**config.mk**
```make
export PLATFORM = sky130hd
export DESIGN_NAME = i2c_txn_scheduler
export DESIGN_NICKNAME = d
export VERILOG_FILES = /design/src/rtl/i2c_sched_pkg.sv /design/src/rtl/i2c_txn_scheduler_arb.sv /design/src/rtl/i2c_txn_scheduler.sv
export SDC_FILE = /design/constraint.sdc
export NUM_CORES = 1
export LEC_CHECK = 0
export CORE_AREA = 2 2 88 90
export DETAILED_ROUTE_END_ITERATION = 16
export DIE_AREA = 0 0 90 92
export MAX_ROUTING_LAYER = met4
export PLACE_DENSITY = 0.82
export SLEW_MARGIN = 20
export SYNTH_ARGS = -nofsm -noshare
export SYNTH_HDL_FRONTEND = slang
export SYNTH_SLANG_ARGS = --single-unit
```
**constraint.sdc**
```tcl
create_clock -name clk -period 5.1 [get_ports clk]
set_input_delay 0.51 -clock clk [delete_from_list [all_inputs] [get_ports clk]]
set_output_delay 0.51 -clock clk [all_outputs]
set_load 0.03 [all_outputs]
```
**src/rtl/i2c_sched_pkg.sv**
```systemverilog
// Shared types and field positions for the I2C transaction scheduler.
package i2c_sched_pkg;

   // Scheduler states; the encoding is exported on the debug state port.
   typedef enum logic [2:0] {
      ST_IDLE      = 3'd0,
      ST_ISSUE     = 3'd1,
      ST_WAIT_DONE = 3'd2,
      ST_RESP      = 3'd3,
      ST_GAP       = 3'd4
   } state_t;

   // Response status codes.
   typedef enum logic [1:0] {
      ERR_OK      = 2'b00,
      ERR_NACK    = 2'b01,
      ERR_TIMEOUT = 2'b10,
      ERR_BADCMD  = 2'b11
   } err_t;

   // Command word layout.
   localparam int CMD_SLV_MSB  = 31;
   localparam int CMD_SLV_LSB  = 24;
   localparam int CMD_REG_MSB  = 23;
   localparam int CMD_REG_LSB  = 16;
   localparam int CMD_WDAT_MSB = 15;
   localparam int CMD_WDAT_LSB = 8;
   localparam int CMD_BC_MSB   = 1;
   localparam int CMD_BC_LSB   = 0;
   localparam int CMD_RW_BIT   = 24;   // 1 = read

   // Response record returned to the granted requester.
   typedef struct packed {
      logic       id;
      err_t       err;
      logic [7:0] rdata;
   } rsp_t;

   // Only one- and two-byte transfers are supported by the engine.
   function automatic logic bc_legal(input logic [1:0] bc);
      return (bc == 2'd1) || (bc == 2'd2);
   endfunction

endpackage

```
**src/rtl/i2c_txn_scheduler_arb.sv**
```systemverilog
// Two-port round-robin arbiter; the last-grant register flips priority
// only when the caller actually consumes the winner (advance).
module rr_arb2 (
   input  logic       clk,
   input  logic       reset_n,
   input  logic [1:0] req,
   input  logic       advance,
   output logic       win_valid,
   output logic       win_id
);

   // last_q = 1 after reset so port 0 is favoured on the first contention.
   logic last_q, last_d;

   // Winner: lone requester, or the port not granted last when both ask.
   always_comb begin
      win_valid = |req;
      if (req == 2'b11) win_id = ~last_q;
      else              win_id = req[1];
      last_d = advance ? win_id : last_q;
   end

   // Last-grant register.
   always_ff @(posedge clk or negedge reset_n) begin
      if (!reset_n) last_q <= 1'b1;
      else          last_q <= last_d;
   end

endmodule

```
**src/rtl/i2c_txn_scheduler.sv**
```systemverilog
// Shares one I2C master engine between the host command path (port 0)
// and the sensor poller (port 1): round-robin grant, timeout supervision,
// bus-free gap, and status/read-data return to the granted port.
module i2c_txn_scheduler
   import i2c_sched_pkg::*;
#(
   parameter int CMD_W       = 32,
   parameter int TIMEOUT_CYC = 200000,   // must be >= 2
   parameter int GAP_CYC     = 100       // 1 .. 65535
) (
   input  logic             clk,
   input  logic             reset_n,
   input  logic             req0,
   input  logic [CMD_W-1:0] cmd0,
   output logic             gnt0,
   input  logic             req1,
   input  logic [CMD_W-1:0] cmd1,
   output logic             gnt1,
   output logic             rsp_valid,
   output logic             rsp_id,
   output logic [1:0]       rsp_err,
   output logic [7:0]       rsp_rdata,
   output logic [CMD_W-1:0] eng_cmd,
   output logic             eng_start,
   output logic             eng_abort,
   input  logic             eng_done,
   input  logic             eng_nack,
   input  logic [7:0]       eng_rdata,
   output logic             busy,
   output logic [2:0]       state
);

   localparam int CNT_MAX = (TIMEOUT_CYC > GAP_CYC) ? TIMEOUT_CYC : GAP_CYC;
   localparam int CNT_W   = $clog2(CNT_MAX + 1);
   // Timeout fires on the edge where the counter steps to TIMEOUT_CYC-1,
   // so eng_abort lands exactly TIMEOUT_CYC cycles after eng_start.
   localparam logic [CNT_W-1:0] TO_LAST  = CNT_W'(TIMEOUT_CYC - 2);
   // The IDLE sampling cycle is the last of the GAP_CYC quiet cycles,
   // so the GAP state itself lasts GAP_CYC-1 cycles.
   localparam logic [CNT_W-1:0] GAP_LAST = CNT_W'((GAP_CYC > 1) ? GAP_CYC - 2 : 0);

   state_t           state_q, state_d;
   logic [CNT_W-1:0] cnt_q, cnt_d;
   logic [CMD_W-1:0] cmd_q, cmd_d;
   rsp_t             rsp_q, rsp_d;
   logic             gnt0_q, gnt0_d, gnt1_q, gnt1_d;
   logic             start_q, start_d, abort_q, abort_d;
   logic             rsp_valid_q, rsp_valid_d, busy_q, busy_d;

   logic             win_valid, win_id, arb_adv;
   logic [CMD_W-1:0] win_cmd;
   logic             win_ok, cmd_ok;

   rr_arb2 u_arb (
      .clk       (clk),
      .reset_n   (reset_n),
      .req       ({req1, req0}),
      .advance   (arb_adv),
      .win_valid (win_valid),
      .win_id    (win_id)
   );

   assign arb_adv = (state_q == ST_IDLE) && win_valid;
   assign win_cmd = win_id ? cmd1 : cmd0;
   assign win_ok  = bc_legal(win_cmd[CMD_BC_MSB:CMD_BC_LSB]);
   assign cmd_ok  = bc_legal(cmd_q[CMD_BC_MSB:CMD_BC_LSB]);

   // Next-state and registered-output logic for the transaction FSM.
   always_comb begin
      state_d     = state_q;
      cnt_d       = cnt_q;
      cmd_d       = cmd_q;
      rsp_d       = rsp_q;
      gnt0_d      = 1'b0;
      gnt1_d      = 1'b0;
      start_d     = 1'b0;
      abort_d     = 1'b0;
      rsp_valid_d = 1'b0;
      case (state_q)
         ST_IDLE: begin
            if (win_valid) begin
               state_d  = ST_ISSUE;
               cmd_d    = win_cmd;
               rsp_d.id = win_id;
               gnt0_d   = ~win_id;
               gnt1_d   = win_id;
               start_d  = win_ok;
            end
         end
         ST_ISSUE: begin
            if (cmd_ok) begin
               state_d = ST_WAIT_DONE;
               cnt_d   = '0;
            end else begin
               state_d     = ST_RESP;
               rsp_valid_d = 1'b1;
               rsp_d.err   = ERR_BADCMD;
               rsp_d.rdata = 8'h00;
            end
         end
         ST_WAIT_DONE: begin
            cnt_d = cnt_q + 1'b1;
            if (eng_done) begin
               state_d     = ST_RESP;
               rsp_valid_d = 1'b1;
               rsp_d.err   = eng_nack ? ERR_NACK : ERR_OK;
               rsp_d.rdata = (!eng_nack && cmd_q[CMD_RW_BIT]) ? eng_rdata : 8'h00;
            end else if (cnt_q == TO_LAST) begin
               state_d     = ST_RESP;
               abort_d     = 1'b1;
               rsp_valid_d = 1'b1;
               rsp_d.err   = ERR_TIMEOUT;
               rsp_d.rdata = 8'h00;
            end
         end
         ST_RESP: begin
            if (GAP_CYC > 1) begin
               state_d = ST_GAP;
               cnt_d   = '0;
            end else begin
               state_d = ST_IDLE;
            end
         end
         ST_GAP: begin
            cnt_d = cnt_q + 1'b1;
            if (cnt_q == GAP_LAST) state_d = ST_IDLE;
         end
         default: state_d = ST_IDLE;
      endcase
      busy_d = (state_d != ST_IDLE);
   end

   // FSM state and registered outputs.
   always_ff @(posedge clk or negedge reset_n) begin
      if (!reset_n) begin
         state_q     <= ST_IDLE;
         cnt_q       <= '0;
         cmd_q       <= '0;
         rsp_q       <= '0;
         gnt0_q      <= 1'b0;
         gnt1_q      <= 1'b0;
         start_q     <= 1'b0;
         abort_q     <= 1'b0;
         rsp_valid_q <= 1'b0;
         busy_q      <= 1'b0;
      end else begin
         state_q     <= state_d;
         cnt_q       <= cnt_d;
         cmd_q       <= cmd_d;
         rsp_q       <= rsp_d;
         gnt0_q      <= gnt0_d;
         gnt1_q      <= gnt1_d;
         start_q     <= start_d;
         abort_q     <= abort_d;
         rsp_valid_q <= rsp_valid_d;
         busy_q      <= busy_d;
      end
   end

   assign gnt0      = gnt0_q;
   assign gnt1      = gnt1_q;
   assign eng_start = start_q;
   assign eng_abort = abort_q;
   assign eng_cmd   = cmd_q;
   assign rsp_valid = rsp_valid_q;
   assign rsp_id    = rsp_q.id;
   assign rsp_err   = rsp_q.err;
   assign rsp_rdata = rsp_q.rdata;
   assign busy      = busy_q;
   assign state     = state_q;

endmodule

```
==> flow_summary.ini, run 1 <==
[status]
status = finished clean

[worst_setup_path]
path_class = flip-flop to primary output
reg2reg_from = state[1]$_DFF_PN0_
cp_max_fo = 12
rrSetupSlack_ns = 2.99
slowest_stage = clkdlybuf4s50_1
crit_cells = 1
end_kind = primary output
r2r-end = eng_cmd[25]$_DFFE_PN0P_
rr_worst_depth = 5
setup.worst_path.start = state[1]$_DFF_PN0_
crit_chain = clkdlybuf4s50_1
cp.arrival_ns = 1.71
start_kind = flip-flop
critPathRequiredTime_ns = 4.59
crit_end = state[1]
timing.critical_path.buf_inv = 1
critPathTopFamily = buffers and inverters
slowest_delay_ns = 0.76

[global_route]
first_global_vias = 2876
grt_max_degree = 72
grt.total_usage_pct = 21.5
gr-total-overflow = 0
grt_pass1_wl_mm = 13.7
antenna_found_initial = 0

[floorplan]
die_h_um = 92
core_area_mm2 = 0.00745
num_rows = 32
io_pins = 130
die_w_um = 90
start_util_pct = 46.0
die_area_mm2 = 0.00828

[logic_synthesis]
synth_area_mm2 = 0.00343
syn_avg_cell_area_um2 = 10.7
synth_top_area_share_pct = 51.1
synth_nets = 401
yosysUniqueCellTypes = 51
synth_commonest_cells = dfrtp_1, nand2_1, o21ai_1
synthArstFlopShare_pct = 100
ys_ff_latch = 71
synth.most_common_cell = dfrtp_1
yosysTopAreaCell = dfrtp_1
yosysSeqAreaShare_pct = 51.9
yosysWarnings = 0
synthFlopType = dfrtp_1
postSynthCellCount = 321
synth-edff-count = 0
synth.area.top_cells = dfrtp_1, mux2i_1, o21ai_1

[power]
leakagePower_nw = 2.14
pwr-share-clk_pct = 17.6
power_density_mw_per_mm2 = 568
p_sw_share_pct = 42.3
seqPwrFrac_pct = 32.5
intPower_mw = 1.64
net-switching-power_mw = 1.21
comb_power_share_pct = 50.0
ir_drop_mv = 0.426

[route]
routed_wl_mm = 8.56
via_count = 2944
remaining_drc_errors = 0
avgViaCountPerCell = 5.36
antenna_left = 0
first_pass_iters = 4
drt_iter0_markers = 177
wl_per_cell_um = 15.6

[sta]
grt_setup_unrepaired = false
max_freq_mhz = 450
hold_viol = 0
worstMarginPinSlew_ns = 0.941
setup_viol = 0
slew_violations = 0
min_period_ns = 2.22
finalCritPeriodShare_pct = 43.6
maxSlewHeadroom_pct = 37.0
worst_clock_skew_ns = 0.00898
tns_ns = 0

[cells_and_area]
nets = 522
fin_util_pct = 67.3
finalNonFillerCells = 549
area_growth_pct = 46.2
drive_gt1_share_pct = 7.38
regArea_mm2 = 0.00178
n_fill_cell = 597
n_antenna_cell = 0
multi_input_area_mm2 = 0.00154

[run]
max_cap_violations = 0

[cts]
cts_hold_buf = 0
ctsResizeCount = 0
h-tree-depth = 3
cts_buffers = 9
clk_transition_reported_paths_ns = 0.08
clk_latency_ns = 0.35
cts_tree = done
cts_sinks = 71
cts_root_buf = clkbuf_8
clk_path_buf_depth = 2
post_cts_buffers = 0

[placement]
place_congestion = 0.775
hpwl_mm = 6.14
port_buffers = 129
dp.cells = 532

[min_path]
hold_path_class = primary input to asynchronous set/reset pin
[how the worst min path moves through the flow]
stage                      endpoint  slack, ns  depth (start not counted)
2_1_floorplan        busy$_DFF_PN0_       0.21                          0
3_3_place_gp     rsp_id$_DFFE_PN0P_       0.46                          1
3_5_place_dp     rsp_id$_DFFE_PN0P_       0.47                          1
4_1_cts        cnt_q[8]$_DFFE_PN0P_       0.32                          1
5_1_grt          state[1]$_DFF_PN0_       0.36                          1
6_report       cnt_q[5]$_DFFE_PN0P_       0.27                          1
[per-stage QoR]
step	area, um^2	hold slack (ns)	power, mW	setup WS [ns]
5_1_grt	5010	0.356	3.00	2.81
2_1_floorplan	3430	0.214	1.80	3.29
4_1_cts	4990	0.317	2.86	2.60
6_report	5010	0.269	2.85	2.88
3_5_place_dp	4760	0.466	2.35	2.23
3_3_place_gp	4760	0.458	2.32	2.35
[cells in the final DEF, fill, tap and decap left out, types with 3 or more instances in the layout]
master	n
a21o_1	9
and2_1	3
nand2_1	38
or4_1	12
o21ai_0	3
buf_4	3
and4_1	3
o31ai_1	13
clkdlybuf4s50_1	128
clkbuf_8	10
nand4_1	3
nor4_1	3
inv_1	3
nand3_1	6
and3_1	3
a22o_1	15
dfrtp_1	70
a21oi_1	15
nor2_1	5
mux2i_1	25
nor3_1	3
o21ai_1	28
o21a_1	3
nor2b_1	3
[power groups by stage]
stage | logic, mW | registers, mW | clock network (mW)
floorplan | 0.572 | 1.23 | 0
global placement | 1.39 | 0.928 | 0
detailed placement | 1.42 | 0.933 | 0
CTS | 1.42 | 0.926 | 0.506
global route | 1.52 | 0.956 | 0.527
finish | 1.42 | 0.925 | 0.501
[state kept, by name (all words and copies together), names as in the netlist]
name          count
gnt0              1
eng_cmd          32
u_arb.last_q      1
state             3
rsp_err           2
busy              1
rsp_valid         1
cnt_q            18
gnt1              1
rsp_id            1
eng_abort         1
eng_start         1
rsp_rdata         8
[kinds of logic (layout without fill, tap and decap cells)]
logic type	Yosys count	count (layout)	share of synthesized area (%)
simple gates	98	98	16.5
compound gates	95	95	18.5
flops	71	71	51.9
buf+inv	26	152	3.90
mux	25	25	7.30
xor+xnor	4	4	1.24
fa+ha+maj	2	2	0.730
[metal layers]
metal / track usage, % / wire length [um] / up-vias
li1: - / - / 1418
met1: 26.6 / 3640 / 1419
met2: 33.8 / 4210 / 96
met3: 5.67 / 538 / 11
met4: 8.97 / 176 / 0
met5: - / 0 / -
[area by class of cell]
cell class	count	share of cell area, %
clock buffers	11	2.82
clock inverters	5	1.62
inverters	4	0.299
multi-input cells	224	30.7
flip-flops and latches	71	35.5
well taps	102	2.55
repair buffers	132	26.6
No activity file was read; power rests on OpenSTA's default activity.
==> run 2, diff against run 1 <==
--- a/config.mk
+++ b/config.mk
@@ -5,11 +5,11 @@
 export SDC_FILE = /design/constraint.sdc
 export NUM_CORES = 1
 export LEC_CHECK = 0
-export CORE_AREA = 2 2 88 90
+export CORE_AREA = 2 2 92 94
 export DETAILED_ROUTE_END_ITERATION = 16
-export DIE_AREA = 0 0 90 92
+export DIE_AREA = 0 0 94 96
 export MAX_ROUTING_LAYER = met4
-export PLACE_DENSITY = 0.82
+export PLACE_DENSITY = 0.75
 export SLEW_MARGIN = 20
 export SYNTH_ARGS = -nofsm -noshare
 export SYNTH_HDL_FRONTEND = slang
==> constraint.sdc (replaced) <==
create_clock -name clk -period 2.16 [get_ports clk]
set_input_delay 0.216 -clock clk [delete_from_list [all_inputs] [get_ports clk]]
set_output_delay 0.216 -clock clk [all_outputs]
set_load 0.03 [all_outputs]
==> flow_summary.ini, run 2 (synthesized netlist as in run 1, its figures left out) <==
[route]
routed_wl_mm = 8.58
antenna_left = 0
wl_per_cell_um = 15.4
drt_iter0_markers = 186
avgViaCountPerCell = 5.30
first_pass_iters = 4
remaining_drc_errors = 0
via_count = 2948

[cells_and_area]
n_antenna_cell = 0
final_common_cell = clkdlybuf4s50_1
fin_area_mm2 = 0.00508
mostFrequentLayoutCells = clkdlybuf4s50_1, dfrtp_1, nand2_1
multi_input_area_mm2 = 0.00154
largest_reg_flops = 32
regArea_mm2 = 0.00178
nets = 526
drive_gt1_share_pct = 8.20
fin_util_pct = 63.0
area_growth_pct = 48.1
n_fill_cell = 651

[sta]
grt_setup_unrepaired = false
worst_clock_skew_ns = 0.0103
max_freq_mhz = 520
holdWs_ns = 0.368
finalCritPeriodShare_pct = 89.1
tns_ns = 0
slew_violations = 0
maxSlewHeadroom_pct = 66.0
hold_viol = 0
worstMarginPinSlew_ns = 0.507
setup_ws_ns = 0.236
min_period_ns = 1.92
setup_viol = 0

[power]
p_sw_share_pct = 42.2
comb_power_share_pct = 50.7
intPower_mw = 3.94
power_density_mw_per_mm2 = 1340
seqPwrFrac_pct = 32.0
net-switching-power_mw = 2.88
leakagePower_nw = 2.17
pwr-share-clk_pct = 17.4
ir_drop_mv = 0.814

[global_route]
grt_pass1_wl_mm = 13.6
gr-usage-met2_pct = 30.8
grt_util_met1_pct = 26.0
grt.total_usage_pct = 20.1
gr-usage-met3_pct = 6.03
gr-total-overflow = 0
busiest_layer = met2
antenna_found_initial = 0
grt_max_degree = 49
first_global_vias = 2807

[floorplan]
num_rows = 33
start_util_pct = 42.6
io_pins = 130
die_area_mm2 = 0.00902
die_w_um = 94
die_h_um = 96
core_area_mm2 = 0.00805

[worst_setup_path]
cp.arrival_ns = 2.19
setup.worst_path.start = state[2]$_DFF_PN0_
end_kind = flip-flop
critPathRequiredTime_ns = 2.42
start_kind = flip-flop
cp_max_fo = 34
rrSetupSlack_ns = 0.24
reg2reg_from = state[2]$_DFF_PN0_
path_class = flip-flop to flip-flop

[cts]
clk_path_buf_depth = 2
cts_buffers = 9
cts_hold_buf = 1
cts_root_buf = clkbuf_8
clk_latency_ns = 0.35
ctsResizeCount = 0
cts_tree = done
post_cts_buffers = 0
cts_sinks = 71
clk_transition_reported_paths_ns = 0.08
h-tree-depth = 3

[min_path]
hold_path_class = primary input to asynchronous set/reset pin

[run]
max_cap_violations = 0

[status]
status = finished clean

[placement]
hpwl_mm = 6.26
port_buffers = 129
place_congestion = 0.841
dp_slack_ns = 0.242
post_dp_cell_area_mm2 = 0.00485
[run 2: power by group through the flow]
| stage | Sequential [mW] | Clock [mW] | Combinational (mW) |
|---|---|---|---|
| final | 2.18 | 1.18 | 3.45 |
| after global routing | 2.25 | 1.28 | 3.73 |
| after CTS | 2.18 | 1.20 | 3.49 |
| after detailed placement | 2.19 | 0 | 3.48 |
| after global placement | 2.19 | 0 | 3.43 |
| after floorplan | 2.91 | 0 | 1.35 |
[run 2: metrics by stage]
stage,power [mW],cells
after floorplan,4.26,321
after global placement,5.61,539
after detailed placement,5.68,539
after CTS,6.88,556
after global routing,7.25,556
final,6.82,556
[run 2: metal layers]
layer / vias up / wire [um]
li1: 1438 / -
met1: 1396 / 3710
met2: 104 / 4200
met3: 10 / 566
met4: 0 / 95
met5: - / 0
[run 2: critical path, cell delays in order (launching register included)]
cell      delay, ns
dfrtp_1        0.60
nor3b_2        0.31
a211oi_2       0.08
buf_12         0.18
or4_1          0.49
a21oi_1        0.18
[run 2: path summary, 6_finish.rpt]
| check | depth (start not counted) | to |
|---|---|---|
| worst min-delay path | 2 | cnt_q[7]$_DFFE_PN0P_ |
| worst max-delay path | 5 | cnt_q[8]$_DFFE_PN0P_ |
| max in group asynchronous | 3 | u_arb.last_q$_DFFE_PN1P_ |
| worst max register to register | 5 | cnt_q[8]$_DFFE_PN0P_ |
| min in group clk | 3 | rsp_err[0]$_DFFE_PN0P_ |
| worst min register to register | 1 | rsp_id$_DFFE_PN0P_ |
[run 2: area by class of cell]
cell class / count / share of cell area, %
clock buffer: 9 / 2.44
clock inverter: 7 / 1.87
inverter: 4 / 0.296
multi-input combinational: 224 / 30.3
sequential: 71 / 35.0
tap: 105 / 2.59
timing repair buffer: 136 / 27.5
